$ cat src/rtl/adpcm_pkg.sv
// Shared ADPCM datapath constants: widths, rate codes,
// scale factor limits/reset values and the FUNCTW tables.
package adpcm_pkg;

  localparam int YU_W = 13;
  localparam int YL_W = 19;
  localparam int WI_W = 12;

  localparam logic [1:0] RATE_16 = 2'b11;
  localparam logic [1:0] RATE_24 = 2'b10;
  localparam logic [1:0] RATE_32 = 2'b01;
  localparam logic [1:0] RATE_40 = 2'b00;

  localparam logic [YU_W-1:0] YU_MIN = 13'd544;
  localparam logic [YU_W-1:0] YU_MAX = 13'd5120;

  localparam logic [YU_W-1:0] RESET_YU_DEF = 13'd544;
  localparam logic [YL_W-1:0] RESET_YL_DEF = 19'd34816;

  localparam logic [WI_W-1:0] WI_40 [16] = '{
    12'd14,  12'd14,  12'd24,  12'd39,
    12'd40,  12'd41,  12'd58,  12'd100,
    12'd141, 12'd179, 12'd219, 12'd280,
    12'd358, 12'd440, 12'd529, 12'd696
  };

  localparam logic [WI_W-1:0] WI_32 [8] = '{
    12'd4084, 12'd18,  12'd41,  12'd64,
    12'd112,  12'd198, 12'd355, 12'd1122
  };

  localparam logic [WI_W-1:0] WI_24 [4] = '{
    12'd4092, 12'd30, 12'd137, 12'd582
  };

  localparam logic [WI_W-1:0] WI_16 [2] = '{
    12'd4074, 12'd439
  };

  // Negative codes mirror: (2^n-1-I) on the low bits is just ~I.
  function automatic logic [WI_W-1:0] functw(
    input logic [1:0] rate,
    input logic [4:0] code
  );
    logic [WI_W-1:0] wi;
    wi = '0;
    unique case (rate)
      RATE_40: wi = WI_40[code[4] ? ~code[3:0] : code[3:0]];
      RATE_32: wi = WI_32[code[3] ? ~code[2:0] : code[2:0]];
      RATE_24: wi = WI_24[code[2] ? ~code[1:0] : code[1:0]];
      RATE_16: wi = WI_16[code[1] ? ~code[0] : code[0]];
    endcase
    return wi;
  endfunction

endpackage

$ cat src/rtl/DELAY.sv
// Generic registered delay element with a
// parameterised synchronous reset value.
module DELAY #(
  parameter int               WIDTH       = 1,
  parameter logic [WIDTH-1:0] RESET_STATE = '0
) (
  input  logic             clk,
  input  logic             reset,
  input  logic [WIDTH-1:0] d,
  output logic [WIDTH-1:0] q
);

  always_ff @(posedge clk) begin
    if (reset) q <= RESET_STATE;
    else       q <= d;
  end

endmodule

$ cat src/rtl/scale_mix.sv
// MIX stage: blends fast and slow scale factors
// under speed control AL (64 = 1.0).
module scale_mix
  import adpcm_pkg::*;
(
  input  logic [YU_W-1:0] yu,
  input  logic [YL_W-1:0] yl,
  input  logic [6:0]      al,
  output logic [YU_W-1:0] y
);

  logic [YU_W-1:0] yls;
  logic [YU_W:0]   dif;
  logic            neg;
  logic [YU_W-1:0] mag;
  logic [19:0]     prod_full;
  logic [YU_W:0]   prod;

  assign yls = 13'(yl >> 6);
  assign dif = {1'b0, yu} - {1'b0, yls};
  assign neg = dif[YU_W];
  assign mag = neg ? 13'(-dif) : dif[YU_W-1:0];

  // Sign/magnitude product so the shift truncates toward zero.
  assign prod_full = 20'(mag) * 20'(al);
  assign prod      = 14'(prod_full >> 6);

  assign y = neg ? 13'({1'b0, yls} - prod)
                 : 13'({1'b0, yls} + prod);

endmodule

$ cat src/rtl/scale_fac_adapt.sv
// Quantizer scale factor adaptation: FUNCTW, FILTD,
// LIMB, FILTE and MIX around the YU/YL registers.
module scale_fac_adapt
  import adpcm_pkg::*;
#(
  parameter logic [YU_W-1:0] RESET_YU = RESET_YU_DEF,
  parameter logic [YL_W-1:0] RESET_YL = RESET_YL_DEF
) (
  input  logic            CLK,
  input  logic            reset,
  input  logic [1:0]      RATE,
  input  logic [4:0]      I,
  input  logic [6:0]      AL,
  output logic [YU_W-1:0] Y,
  output logic [YL_W-1:0] YL,
  input  logic            scan_enable,
  input  logic            scan_in0,
  input  logic            scan_in1,
  input  logic            scan_in2,
  input  logic            scan_in3,
  input  logic            scan_in4,
  output logic            scan_out0,
  output logic            scan_out1,
  output logic            scan_out2,
  output logic            scan_out3,
  output logic            scan_out4
);

  logic [YU_W-1:0] yu;
  logic [YU_W-1:0] yut;
  logic [YU_W-1:0] yup;
  logic [YU_W-1:0] y;
  logic [YL_W-1:0] yl;
  logic [YL_W-1:0] ylp;
  logic [WI_W-1:0] wi;
  logic [16:0]     dif_d;
  logic [16:0]     difsx_d;
  logic [19:0]     yl_neg;
  logic [13:0]     dif_e;

  assign wi = functw(RATE, I);

  // FILTD: modular 17-bit difference, arithmetic >>5.
  assign dif_d   = {wi, 5'd0} - {4'd0, y};
  assign difsx_d = 17'($signed(dif_d) >>> 5);
  assign yut     = 13'(difsx_d + {4'd0, y});

  always_comb begin
    yup = yut;
    if (yut < YU_MIN)      yup = YU_MIN;
    else if (yut > YU_MAX) yup = YU_MAX;
  end

  // FILTE: 20-bit negate then >>6 matches (2^20-YL)>>6.
  assign yl_neg = 20'd0 - {1'b0, yl};
  assign dif_e  = {1'b0, yup} + 14'(yl_neg >> 6);
  assign ylp    = yl + {{5{dif_e[13]}}, dif_e};

  DELAY #(
    .WIDTH       (YU_W),
    .RESET_STATE (RESET_YU)
  ) u_yu (
    .clk   (CLK),
    .reset (reset),
    .d     (yup),
    .q     (yu)
  );

  DELAY #(
    .WIDTH       (YL_W),
    .RESET_STATE (RESET_YL)
  ) u_yl (
    .clk   (CLK),
    .reset (reset),
    .d     (ylp),
    .q     (yl)
  );

  scale_mix u_mix (
    .yu (yu),
    .yl (yl),
    .al (AL),
    .y  (y)
  );

  assign Y  = y;
  assign YL = yl;

  assign scan_out0 = scan_enable & scan_in0;
  assign scan_out1 = scan_enable & scan_in1;
  assign scan_out2 = scan_enable & scan_in2;
  assign scan_out3 = scan_enable & scan_in3;
  assign scan_out4 = scan_enable & scan_in4;

endmodule

$ cat config.mk
export PLATFORM = sky130hd
export DESIGN_NAME = scale_fac_adapt
export DESIGN_NICKNAME = d
export VERILOG_FILES = /design/src/rtl/adpcm_pkg.sv /design/src/rtl/DELAY.sv /design/src/rtl/scale_mix.sv /design/src/rtl/scale_fac_adapt.sv
export SDC_FILE = /design/constraint.sdc
export NUM_CORES = 1
export LEC_CHECK = 0
export ABC_CLOCK_PERIOD_IN_PS = 25400
export CORE_MARGIN = 2
export CORE_UTILIZATION = 64
export CTS_BUF_LIST = sky130_fd_sc_hd__clkbuf_2
export DETAILED_ROUTE_END_ITERATION = 6
export HOLD_SLACK_MARGIN = 0.1
export PLACE_DENSITY = 0.84
export SLEW_MARGIN = 0
export SYNTH_ARGS = -nofsm -noshare
export SYNTH_HDL_FRONTEND = slang
export SYNTH_SLANG_ARGS = --single-unit
$ cat constraint.sdc
create_clock -name CLK -period 25.4 [get_ports CLK]
set_input_delay 5.08 -clock CLK [delete_from_list [all_inputs] [get_ports CLK]]
set_output_delay 5.08 -clock CLK [all_outputs]
set_load 0.01 [all_outputs]
== After elaboration in Yosys (flattened, before gate mapping) ==
Memory sizes are Yosys's and may differ from the RTL's.
Index checks and enable logic that the tools add are counted.
W data, S select, Z words.
Word-level totals
  bits in read-only memories: 288
  input port bits: 22
  output and inout bits: 37
  memories kept: 2
  word-level logic and storage cells: 56
  register bits: 32
Memory list
  (no name shown): words 16, bits a word 12, read ports 1, clocked after memory_dff 0, write ports 0, line adpcm_pkg.sv:48  | RATE_40: wi = WI_40[code[4] ? ~code[3:0] : code[3:0]];
  (no name shown): words 8, bits a word 12, read ports 1, clocked after memory_dff 0, write ports 0, line adpcm_pkg.sv:49  | RATE_32: wi = WI_32[code[3] ? ~code[2:0] : code[2:0]];
Cells by class
  multipliers: 1
  equality and inequality tests: 3
  reductions and logical operators: 1
  bitwise logic cells: 13
  magnitude comparators: 6
  muxes and demuxes: 19
  $add $sub $neg: 9
Operators with widths (count)
  $mux W12: 9
  $mux W13: 4
  $pmux W12 S4: 1
  $bmux W12 S2: 1
  $sub A1 B19 Y20 const A: 1
  $add A19 B19 Y19: 1
  $mul A13 B7 Y19: 1
  $sub A17 B13 Y17: 1
  $add A13 B14 Y14: 1
  $sub A13 B13 Y14: 1
  $add A12 B13 Y13: 1
  $add A13 B13 Y13: 1
  $gt A13 B13 Y1 const B: 1
  $lt A13 B10 Y1 const B: 1
  $neg A13 Y13: 1
  $sub A13 B13 Y13: 1
  $and A1 B1 Y1: 5
  $ge A5 B5 Y1 const B: 1
  $not A4 Y5: 1
  $eq A2 B2 Y1 const B: 2
  $ge A4 B4 Y1 const B: 1
  $mux W4: 1
  $not A3 Y4: 1
  $not A4 Y4: 1
  other kinds (12): 12

== Logic depth before layout (Yosys ltp) ==
Gate-level depths: netlist of the first run.
  depth in word-level cells: 14
  depth in mapped cells: 94
  depth with buffers taken out: 90

== Modules after synthesis ==
Synthesis of the first run repeated with hierarchy kept, for this count alone.
Second synthesis, totals
  cell total of the unflattened synthesis: 1196
  area, all modules: 9426.5 um2
By module, submodules not included
  scale_mix: cells each 606, area an instance 4839.6 um2, instances 1, sequential area each 0.0 um2
  scale_fac_adapt: cells each 524, area an instance 3711.1 um2, instances 1, sequential area each 0.0 um2
  DELAY at u_yl: cells each 39, area an instance 521.8 um2, instances 1, sequential area each 380.4 um2
  DELAY at u_yu: cells each 27, area an instance 354.1 um2, instances 1, sequential area each 260.2 um2

== Worst setup path after synthesis of the first run ==
OpenSTA, ideal clock, no wires.
  path type: input to register
  start: input AL[5]
  end: register u_yl.q[18]
  required time: 25.271 ns
  setup slack: 5.764 ns
  arrival time: 19.507 ns
  path buffers: 3
  stages on the path: 72
  library setup time: 0.129 ns
  path through: clkbuf_1 -> nor2b_1 -> fa_1 -> fa_1 -> fa_1 -> inv_1 -> fa_1 -> inv_1 -> ha_1 -> clkbuf_1 -> and3_1 -> nand3_1 -> a211oi_1 -> and3_1 -> nor3_2 -> xnor2_1 -> or4_4 -> nor2_1 -> [... 36 more ...] -> nand3_1 -> o22ai_1 -> o21ai_1 -> xor2_1 -> ha_1 -> a21oi_1 -> o21bai_1 -> a21oi_1 -> o21ai_0 -> a21o_1 -> a21o_1 -> a21o_1 -> a21o_1 -> a21o_1 -> a21oi_1 -> xnor2_1 -> o21ai_0 -> nor3b_2
Between the ends
  word-level cells in the longest chain between the ends: 10
  elaborated cells between the ends (all ways): 12
  those cells by class: 6 x add/sub; 1 x mul; 2 x order compare; 3 x mux
Ends and longest elaborated chain
  from (decl): line scale_fac_adapt.sv:13  | input logic [6:0] AL,
  $mul A13 B7 Y19 (*): line scale_mix.sv:25  | assign prod_full = 20'(mag) * 20'(al);
  $add A13 B13 Y13 / $sub A13 B13 Y13 (equally long branches): line scale_mix.sv:29, scale_mix.sv:28
  $mux W13 (*): line scale_mix.sv:28  | assign y = neg ? 13'({1'b0, yls} - prod)
  $sub A17 B13 Y17: line scale_fac_adapt.sv:44  | assign dif_d = {wi, 5'd0} - {4'd0, y};
  $add A12 B13 Y13 (*): line scale_fac_adapt.sv:46  | assign yut = 13'(difsx_d + {4'd0, y});
  $gt A13 B13 Y1: line scale_fac_adapt.sv:51  | else if (yut > YU_MAX) yup = YU_MAX;
  $mux W13: line scale_fac_adapt.sv:51
  $mux W13 (*): line scale_fac_adapt.sv:50  | if (yut < YU_MIN) yup = YU_MIN;
  via u_yu.d[12]: line DELAY.sv:9  | input logic [WIDTH-1:0] d,
  $add A13 B14 Y14 (*): line scale_fac_adapt.sv:56  | assign dif_e = {1'b0, yup} + 14'(yl_neg >> 6);
  $add A19 B19 Y19 (*): line scale_fac_adapt.sv:57  | assign ylp = yl + {{5{dif_e[13]}}, dif_e};
  to (signal assigned): line DELAY.sv:14  | if (reset) q <= RESET_STATE;
  to (signal assigned): line DELAY.sv:15  | else q <= d;
  to (decl): line DELAY.sv:10  | output logic [WIDTH-1:0] q
The timed path passes the listed nets; every way through them passes the cells marked *.
A chain may end at the register's enable or synchronous reset.

== Final worst setup path of the first run ==
  start: input AL[1]
  end: register u_yl.q[18]
Same word-level chain as after synthesis.

==> impl_metrics.tcl, run 1 <==
set metrics [dict create \
    synth_top_area_frac 0.160 \
    firstDrtPassIters 5 \
    synth_edf_count 0 \
    slowest_delay_ns 0.90 \
    crit_arrival_ns 22.31 \
    synth_seq_cells 32 \
    setup.worst_path.class "in2reg" \
    synth_sequential_area_ratio 0.0642 \
    slew_headroom 0.276 \
    grt_pass1_vias 9127 \
    r2r_end "u_yl.q[18]" \
    grt.total_usage 0.312 \
    synth_warnings 0 \
    fin_crit_sh 0.867 \
    fin_area_um2 10700 \
    clock-root-buffer "clkbuf_2" \
    gp_congestion 0.980 \
    hold_viol_final 0 \
    final_nets 1549 \
    grt_setup_unrepaired "no" \
    clk_pin_slew_ns 0.19 \
    setup_slack_ns 3.38 \
    ios 59 \
    syn_nets 1518 \
    grt-ovfl-total 0 \
    wl_per_cell_um 16.7 \
    core-area_um2 15200 \
    grt_pass1_wl_um 42800 \
    synth_top_cell_by_area "ha_1" \
    synthArstFlopShare 0 \
    areaGrowthSynthToFinish_pct 7.39 \
    ys_types 101 \
    start_kind "primary input" \
    first_iter_violations 795 \
    post-cts-setup-buffers 0 \
    synthCells 1311 \
    place_area_um2 10700 \
    syn-cell-area_um2 9990 \
    required_ns 25.69 \
    cts_resized 0 \
    die_y_um 129 \
    clk_latency_ns 0.38 \
    final_cell_mix "128 x inv_1, 128 x ha_1, 100 x nor2_1" \
    h-tree-depth 2 \
    r2r_cells 81 \
    regToRegSetupSlack_ns 5.39 \
    rows 45 \
    maxCapViolations 0 \
    max_freq_mhz 45.4 \
    r2r-start "u_yl.q[7]" \
    cp_slowest_cell "clkdlybuf4s50_1" \
    synth.avg_cell_area_um2 7.62 \
    setup_viol 0 \
    port_buffers 58 \
    synth.area.top_cells "ha_1 16%, fa_1 11%, xnor2_1 6.8%, dfxtp_1 6.4%, inv_1 4.8%" \
    routed_wl_um 25600 \
    worstMarginPinSlew_ns 1.06 \
    nFillCells 1287 \
    start_util 0.657 \
    cp-end-kind "flop" \
    cts_buffers 5 \
    endpoint "u_yl.q[18]" \
    fin_skew_ns 0.0197 \
    status "finished, final reports clean" \
    layout-drive-gt1-share 0.0395 \
    ctsHoldBuffers 0 \
    hold_class "reg2reg" \
    cts_tree "done" \
    final_max_slew_viol_count 0 \
    num_vias 9496 \
    dp_hpwl_um 21000 \
    setup_tns_ns 0 \
    critPathLaunch "AL[1]" \
    drt-vias-per-instance 6.20 \
    diodes 0 \
    die-area_um2 16600 \
    synth-main-ff-cell "dfxtp_1" \
    cpMostUsedCell "a21oi_1" \
    critical_path.max_fanout 16 \
    antenna_found_initial 0 \
    grt_max_degree 33 \
    clkSinkCount 32 \
    pre_cts_slack_ns 3.33 \
    holdWs_ns 0.655 \
    route.detailed.drc 0 \
    cts_buffer_depth 2 \
    min_period_ns 22.02 \
    die_x_um 129 \
    final_antenna_net_count 0 \
]
Yosys cell counts (4+ instances only):
| library cell | count |
|---|---|
| ha_1 | 128 |
| inv_1 | 128 |
| nor2_1 | 100 |
| nand2_1 | 98 |
| a21oi_1 | 81 |
| xnor2_1 | 78 |
| nor2b_1 | 58 |
| fa_1 | 57 |
| o21ai_0 | 46 |
| and2_1 | 42 |
| nor3_1 | 38 |
| xor2_1 | 38 |
| nand3_1 | 33 |
| clkbuf_1 | 32 |
| dfxtp_1 | 32 |
| nand2b_1 | 30 |
| a21o_1 | 26 |
| and3_1 | 20 |
| a211oi_1 | 14 |
| a31oi_1 | 14 |
| o21a_1 | 13 |
| o21bai_1 | 13 |
| a211o_1 | 11 |
| or3_1 | 11 |
| o221ai_1 | 8 |
| o22ai_1 | 8 |
| nand4_1 | 7 |
| o2111ai_1 | 7 |
| or2_2 | 7 |
| a21boi_0 | 6 |
| o211ai_1 | 6 |
| a21oi_2 | 5 |
| o311ai_1 | 5 |
| o31ai_1 | 5 |
| buf_2 | 4 |
| mux2i_1 | 4 |
| nor3b_1 | 4 |
| nor4_1 | 4 |
| o211a_1 | 4 |
layout make-up:
type / instances / area [µm²] / area share
clock buffer: 6 / 30.0 / 0.00280
clock inverter: 2 / 11.3 / 0.00105
inverter: 129 / 484 / 0.0452
multi-input combinational: 1111 / 8700 / 0.812
sequential: 32 / 641 / 0.0597
tap: 188 / 235 / 0.0219
timing repair buffer: 63 / 618 / 0.0576
routing by layer:
layer,part of all wire,global-route usage,wire [µm]
met3,0.056,0.0370,1430
met4,0.025,0.0831,631
met5,0,0,0
met2,0.48,0.551,12300
met1,0.44,0.402,11200
logic make-up (layout without fill, tap and decap cells):
group / Yosys count / after routing / share of synthesized area
buffers and inverters: 168 / 200 / 0.0642
xor gates and xnor gates: 120 / 120 / 0.110
AOI/OAI and AO/OA: 325 / 325 / 0.232
adders and majority gates: 186 / 186 / 0.276
DFF: 32 / 32 / 0.0642
muxes: 5 / 5 / 0.00514
and+or+nand+nor: 475 / 475 / 0.249
state kept, by name, indices dropped and copies added (netlist names):
signal  count
u_yu.q     13
u_yl.q     19
how the worst min path moves through the flow:
stage	startpoint	end	depth (start not counted)
2_1_floorplan	u_yl.q[0]	u_yl.q[0]	2
3_3_place_gp	u_yl.q[0]	u_yl.q[0]	2
3_5_place_dp	u_yl.q[0]	u_yl.q[0]	2
4_1_cts	u_yl.q[0]	u_yl.q[0]	2
5_1_grt	u_yl.q[0]	u_yl.q[0]	2
6_report	u_yl.q[0]	u_yl.q[0]	2
metrics by stage:
step / util / cells
2_1_floorplan: - / 1311
3_3_place_gp: 0.703 / 1523
4_1_cts: 0.705 / 1531
3_5_place_dp: 0.703 / 1523
6_report: 0.705 / 1531
5_1_grt: 0.705 / 1531
worst max-delay path: cells and delay by family:
family / cells / cell delay, ns
AO/OA/AOI/OAI: 30 / 6.62
adder cells (fa/ha/maj): 10 / 3.99
AND/OR/NAND/NOR: 17 / 3.52
buffers and inverters: 8 / 1.63
XOR/XNOR: 8 / 1.45
Power of run 1 is left out: the tool's default activity adds up to more than one toggle a clock period on the data nets, which glitch-free logic cannot reach.
==> run 2, diff against run 1 <==
--- a/config.mk
+++ b/config.mk
@@ -6,6 +6,7 @@
 export NUM_CORES = 1
 export LEC_CHECK = 0
 export ABC_CLOCK_PERIOD_IN_PS = 25400
+export CORE_ASPECT_RATIO = 1.2
 export CORE_MARGIN = 2
 export CORE_UTILIZATION = 64
 export CTS_BUF_LIST = sky130_fd_sc_hd__clkbuf_2
==> run 2 against run 1 <==
Sequential cell count did not move. Worst hold slack improved by 0.0098 ns. Via count about the same. Maximum frequency decreased by 0.59%. Critical endpoint unchanged. Non-clock buffer count fell by 3. Setup slack worse by 0.13 ns. Critical path depth shrank 1.
==> impl_metrics.tcl, run 2 (same netlist as run 1, synthesis figures left out) <==
set metrics [dict create \
    cp_slowest_cell "o311ai_1" \
    start_kind "primary input" \
    fin_skew_ns 0.0279 \
    gp_congestion 0.975 \
    drt-vias-per-instance 6.14 \
    final_max_slew_viol_count 0 \
    cts_resized 0 \
    setup.worst_path.class "in2reg" \
    ctsHoldBuffers 0 \
    grt_max_degree 33 \
    status "finished, final reports clean" \
    critical_path.max_fanout 15 \
    grt_setup_unrepaired "no" \
    hold_class "reg2reg" \
    first_iter_violations 620 \
    layout-drive-gt1-share 0.0381 \
    die_x_um 118 \
    cts_buffer_depth 2 \
    post-cts-setup-buffers 0 \
    grt-ovfl-total 0 \
    setup_slack_ns 3.25 \
    clock-root-buffer "clkbuf_2" \
    clk_pin_slew_ns 0.19 \
    crit_arrival_ns 22.45 \
    worstMarginPinSlew_ns 1.01 \
    holdWs_ns 0.665 \
    final_antenna_net_count 0 \
    route.detailed.drc 0 \
    core-area_um2 15500 \
    clk_latency_ns 0.39 \
    routed_wl_um 25200 \
    final_nets 1546 \
    met1_usage 0.364 \
    die_y_um 141 \
    max_freq_mhz 45.1 \
    slowest_delay_ns 0.87 \
    cp-end-kind "flop" \
    required_ns 25.70 \
    reg_top3 "u_yl.q x19, u_yu.q x13" \
    regMostFlops "u_yl.q" \
    num_vias 9501 \
    clkSinkCount 32 \
    dp_hpwl_um 21000 \
    firstDrtPassIters 6 \
    rows 50 \
    areaGrowthSynthToFinish_pct 7.44 \
    use_met3 0.0218 \
    setup_viol 0 \
    cts_buffers 5 \
    ios 59 \
    setup_tns_ns 0 \
    min_period_ns 22.15 \
    met2_usage 0.577 \
    hold_viol_final 0 \
    cpMostUsedCell "a21oi_1" \
    grt-busiest-layer "met2" \
    slew_headroom 0.309 \
    grt_pass1_wl_um 43000 \
    port_buffers 58 \
    fin_crit_sh 0.872 \
    final_cell_mix "128 x inv_1, 128 x ha_1, 100 x nor2_1" \
    h-tree-depth 2 \
    grt.total_usage 0.307 \
    maxCapViolations 0 \
    antenna_found_initial 0 \
    start_util 0.646 \
    wl_per_cell_um 16.3 \
    pre_cts_slack_ns 3.25 \
    largest_reg_flops 19 \
    die-area_um2 16600 \
    diodes 0 \
    cts_tree "done" \
    grt_pass1_vias 9319 \
]
==> run 2: final timing paths <==
kind | startpoint | end | slack, ns | cells after the start
setup reg to reg | u_yl.q[7] | u_yl.q[18] | 5.24 | 80
hold / removal | u_yl.q[0] | u_yl.q[0] | 0.66 | 2
hold reg to reg | u_yl.q[0] | u_yl.q[0] | 0.66 | 2
setup / recovery | AL[6] | u_yl.q[18] | 3.25 | 72
==> run 2: area by class of cell <==
| type | instances | area (µm²) |
|---|---|---|
| Tap cell | 208 | 260 |
| Inverter | 129 | 484 |
| Fill cell | 1367 | 4720 |
| Multi-Input combinational cell | 1111 | 8700 |
| Timing Repair Buffer | 60 | 596 |
| Clock inverter | 3 | 18.8 |
| Sequential cell | 32 | 641 |
| Clock buffer | 5 | 25.0 |
==> run 2: metal layers <==
metal  part of all wire  vias up
li1                   -     4643
met1               0.41     4496
met3              0.044       65
met5                  0        -
met2               0.51      297
met4              0.038        0
==> run 2: metrics by stage <==
stage,instance area [µm²],cells,util
4_1_cts,10700,1548,0.694
6_report,10700,1548,0.694
3_3_place_gp,10700,1540,0.691
5_1_grt,10700,1548,0.694
3_5_place_dp,10700,1540,0.691
2_1_floorplan,9990,1311,-
==> run 2: critical path, delay by kind of cell <==
| kind | cells | cell delay, ns |
|---|---|---|
| adders and majority gates | 10 | 4.10 |
| AOI/OAI and AO/OA | 30 | 7.04 |
| xor gates and xnor gates | 8 | 1.51 |
| buffers and inverters | 7 | 1.16 |
| and+or+nand+nor | 17 | 3.56 |
Power of run 2 is left out for the same reason.
==> run 3, diff against run 2 <==
--- a/config.mk
+++ b/config.mk
@@ -8,11 +8,12 @@
 export ABC_CLOCK_PERIOD_IN_PS = 25400
 export CORE_ASPECT_RATIO = 1.2
 export CORE_MARGIN = 2
-export CORE_UTILIZATION = 64
+export CORE_UTILIZATION = 35
 export CTS_BUF_LIST = sky130_fd_sc_hd__clkbuf_2
+export CTS_CLUSTER_SIZE = 14
 export DETAILED_ROUTE_END_ITERATION = 6
 export HOLD_SLACK_MARGIN = 0.1
-export PLACE_DENSITY = 0.84
+export PLACE_DENSITY = 0.51
 export SLEW_MARGIN = 0
 export SYNTH_ARGS = -nofsm -noshare
 export SYNTH_HDL_FRONTEND = slang
==> run 3 against run 2 <==
Clock skew fell by 0.016 ns. Routed wire length rose by 11%. Critical path depth fell by 1. Maximum frequency fell by 0.13%. Via count fell by 3.3%. Register-to-register slack got worse by 0.15 ns. Critical endpoint unchanged.
==> impl_metrics.tcl, run 3 (same netlist as run 1, synthesis figures left out) <==
set metrics [dict create \
    maxCapViolations 0 \
    clk_latency_ns 0.38 \
    grt_pass1_wl_um 46200 \
    regMostFlops "u_yl.q" \
    slowest_delay_ns 0.84 \
    fin_crit_sh 0.873 \
    crit_arrival_ns 22.47 \
    grt_pass1_vias 9127 \
    areaGrowthSynthToFinish_pct 9.65 \
    grt-ovfl-total 0 \
    cts_resized 0 \
    die_y_um 189 \
    clock-root-buffer "clkbuf_2" \
    start_kind "primary input" \
    grt.total_usage 0.190 \
    hold_class "reg2reg" \
    clk_pin_slew_ns 0.19 \
    critical_path.max_fanout 15 \
    diodes 0 \
    holdWs_ns 0.666 \
    drt-vias-per-instance 5.34 \
    clkSinkCount 32 \
    cts_buffer_depth 2 \
    min_period_ns 22.18 \
    path_delay_family "compound AO/OA/AOI/OAI gates" \
    largest_reg_flops 19 \
    start_util 0.357 \
    ctsHoldBuffers 0 \
    setup_viol 0 \
    reg_top3 "u_yl.q x19, u_yu.q x13" \
    first_iter_violations 544 \
    dp_hpwl_um 23600 \
    slew_headroom 0.313 \
    final_max_slew_viol_count 0 \
    cp-end-kind "flop" \
    rows 67 \
    status "finished, final reports clean" \
    gp_congestion 0.923 \
    h-tree-depth 2 \
    cpMostUsedCell "a21oi_1" \
    final_antenna_net_count 0 \
    wl_per_cell_um 16.3 \
    route.detailed.drc 0 \
    cts_tree "done" \
    setup_tns_ns 0 \
    ios 59 \
    antenna_found_initial 0 \
    firstDrtPassIters 7 \
    hold_viol_final 0 \
    layout-drive-gt1-share 0.0388 \
    grt_max_degree 33 \
    crit_buf_inv 7 \
    required_ns 25.69 \
    dp_cells 1713 \
    worstMarginPinSlew_ns 1.00 \
    setup.worst_path.class "in2reg" \
    die_x_um 158 \
    core-area_um2 28000 \
    routed_wl_um 28000 \
    port_buffers 58 \
    fin_skew_ns 0.0118 \
    final_nets 1548 \
    die-area_um2 29900 \
    post-cts-setup-buffers 0 \
    final_cell_count_no_fill 1720 \
    cts_buffers 5 \
    final_cell_mix "128 x inv_1, 128 x ha_1, 100 x nor2_1" \
    grt_setup_unrepaired "no" \
    num_vias 9189 \
    max_freq_mhz 45.1 \
    cp_slowest_cell "o311ai_1" \
]
## run 3: worst paths after layout
kind	start	to	slack, ns	cells past startpoint
setup / recovery	AL[6]	u_yl.q[18]	3.22	71
hold / removal	u_yl.q[0]	u_yl.q[0]	0.67	2
setup reg to reg	u_yl.q[7]	u_yl.q[18]	5.09	79
hold reg to reg	u_yl.q[0]	u_yl.q[0]	0.67	2
## run 3: final cells by class
type	count	area, µm²
Clock buffer	6	30.0
Clock inverter	1	5.00
Fill cell	3000	17100
Inverter	129	484
Multi-Input combinational cell	1111	8700
Sequential cell	32	641
Tap cell	379	474
Timing Repair Buffer	62	611
## run 3: per-stage QoR
| stage | setup WS (ns) | cell area, µm² | utilization |
|---|---|---|---|
| floorplan | 5.76 | 9990 | - |
| finish | 3.22 | 10900 | 0.391 |
| CTS | 3.27 | 10900 | 0.391 |
| global route | 1.47 | 10900 | 0.391 |
| global placement | 3.13 | 10900 | 0.390 |
| detailed placement | 2.96 | 10900 | 0.390 |
## run 3: tightest hold or removal path, cell delays in order (launching register included)
cell	delay [ns]
dfxtp_1	0.40
ha_1	0.14
nor2b_1	0.11
## run 3: per-layer routing
metal	GRT usage	vias to the layer above	routed length [µm]
met3	0.0110	40	639
met2	0.350	151	14200
met1	0.240	4346	12600
li1	-	4652	-
met4	0.0409	0	603
met5	0	-	0
Power of run 3 is left out for the same reason.
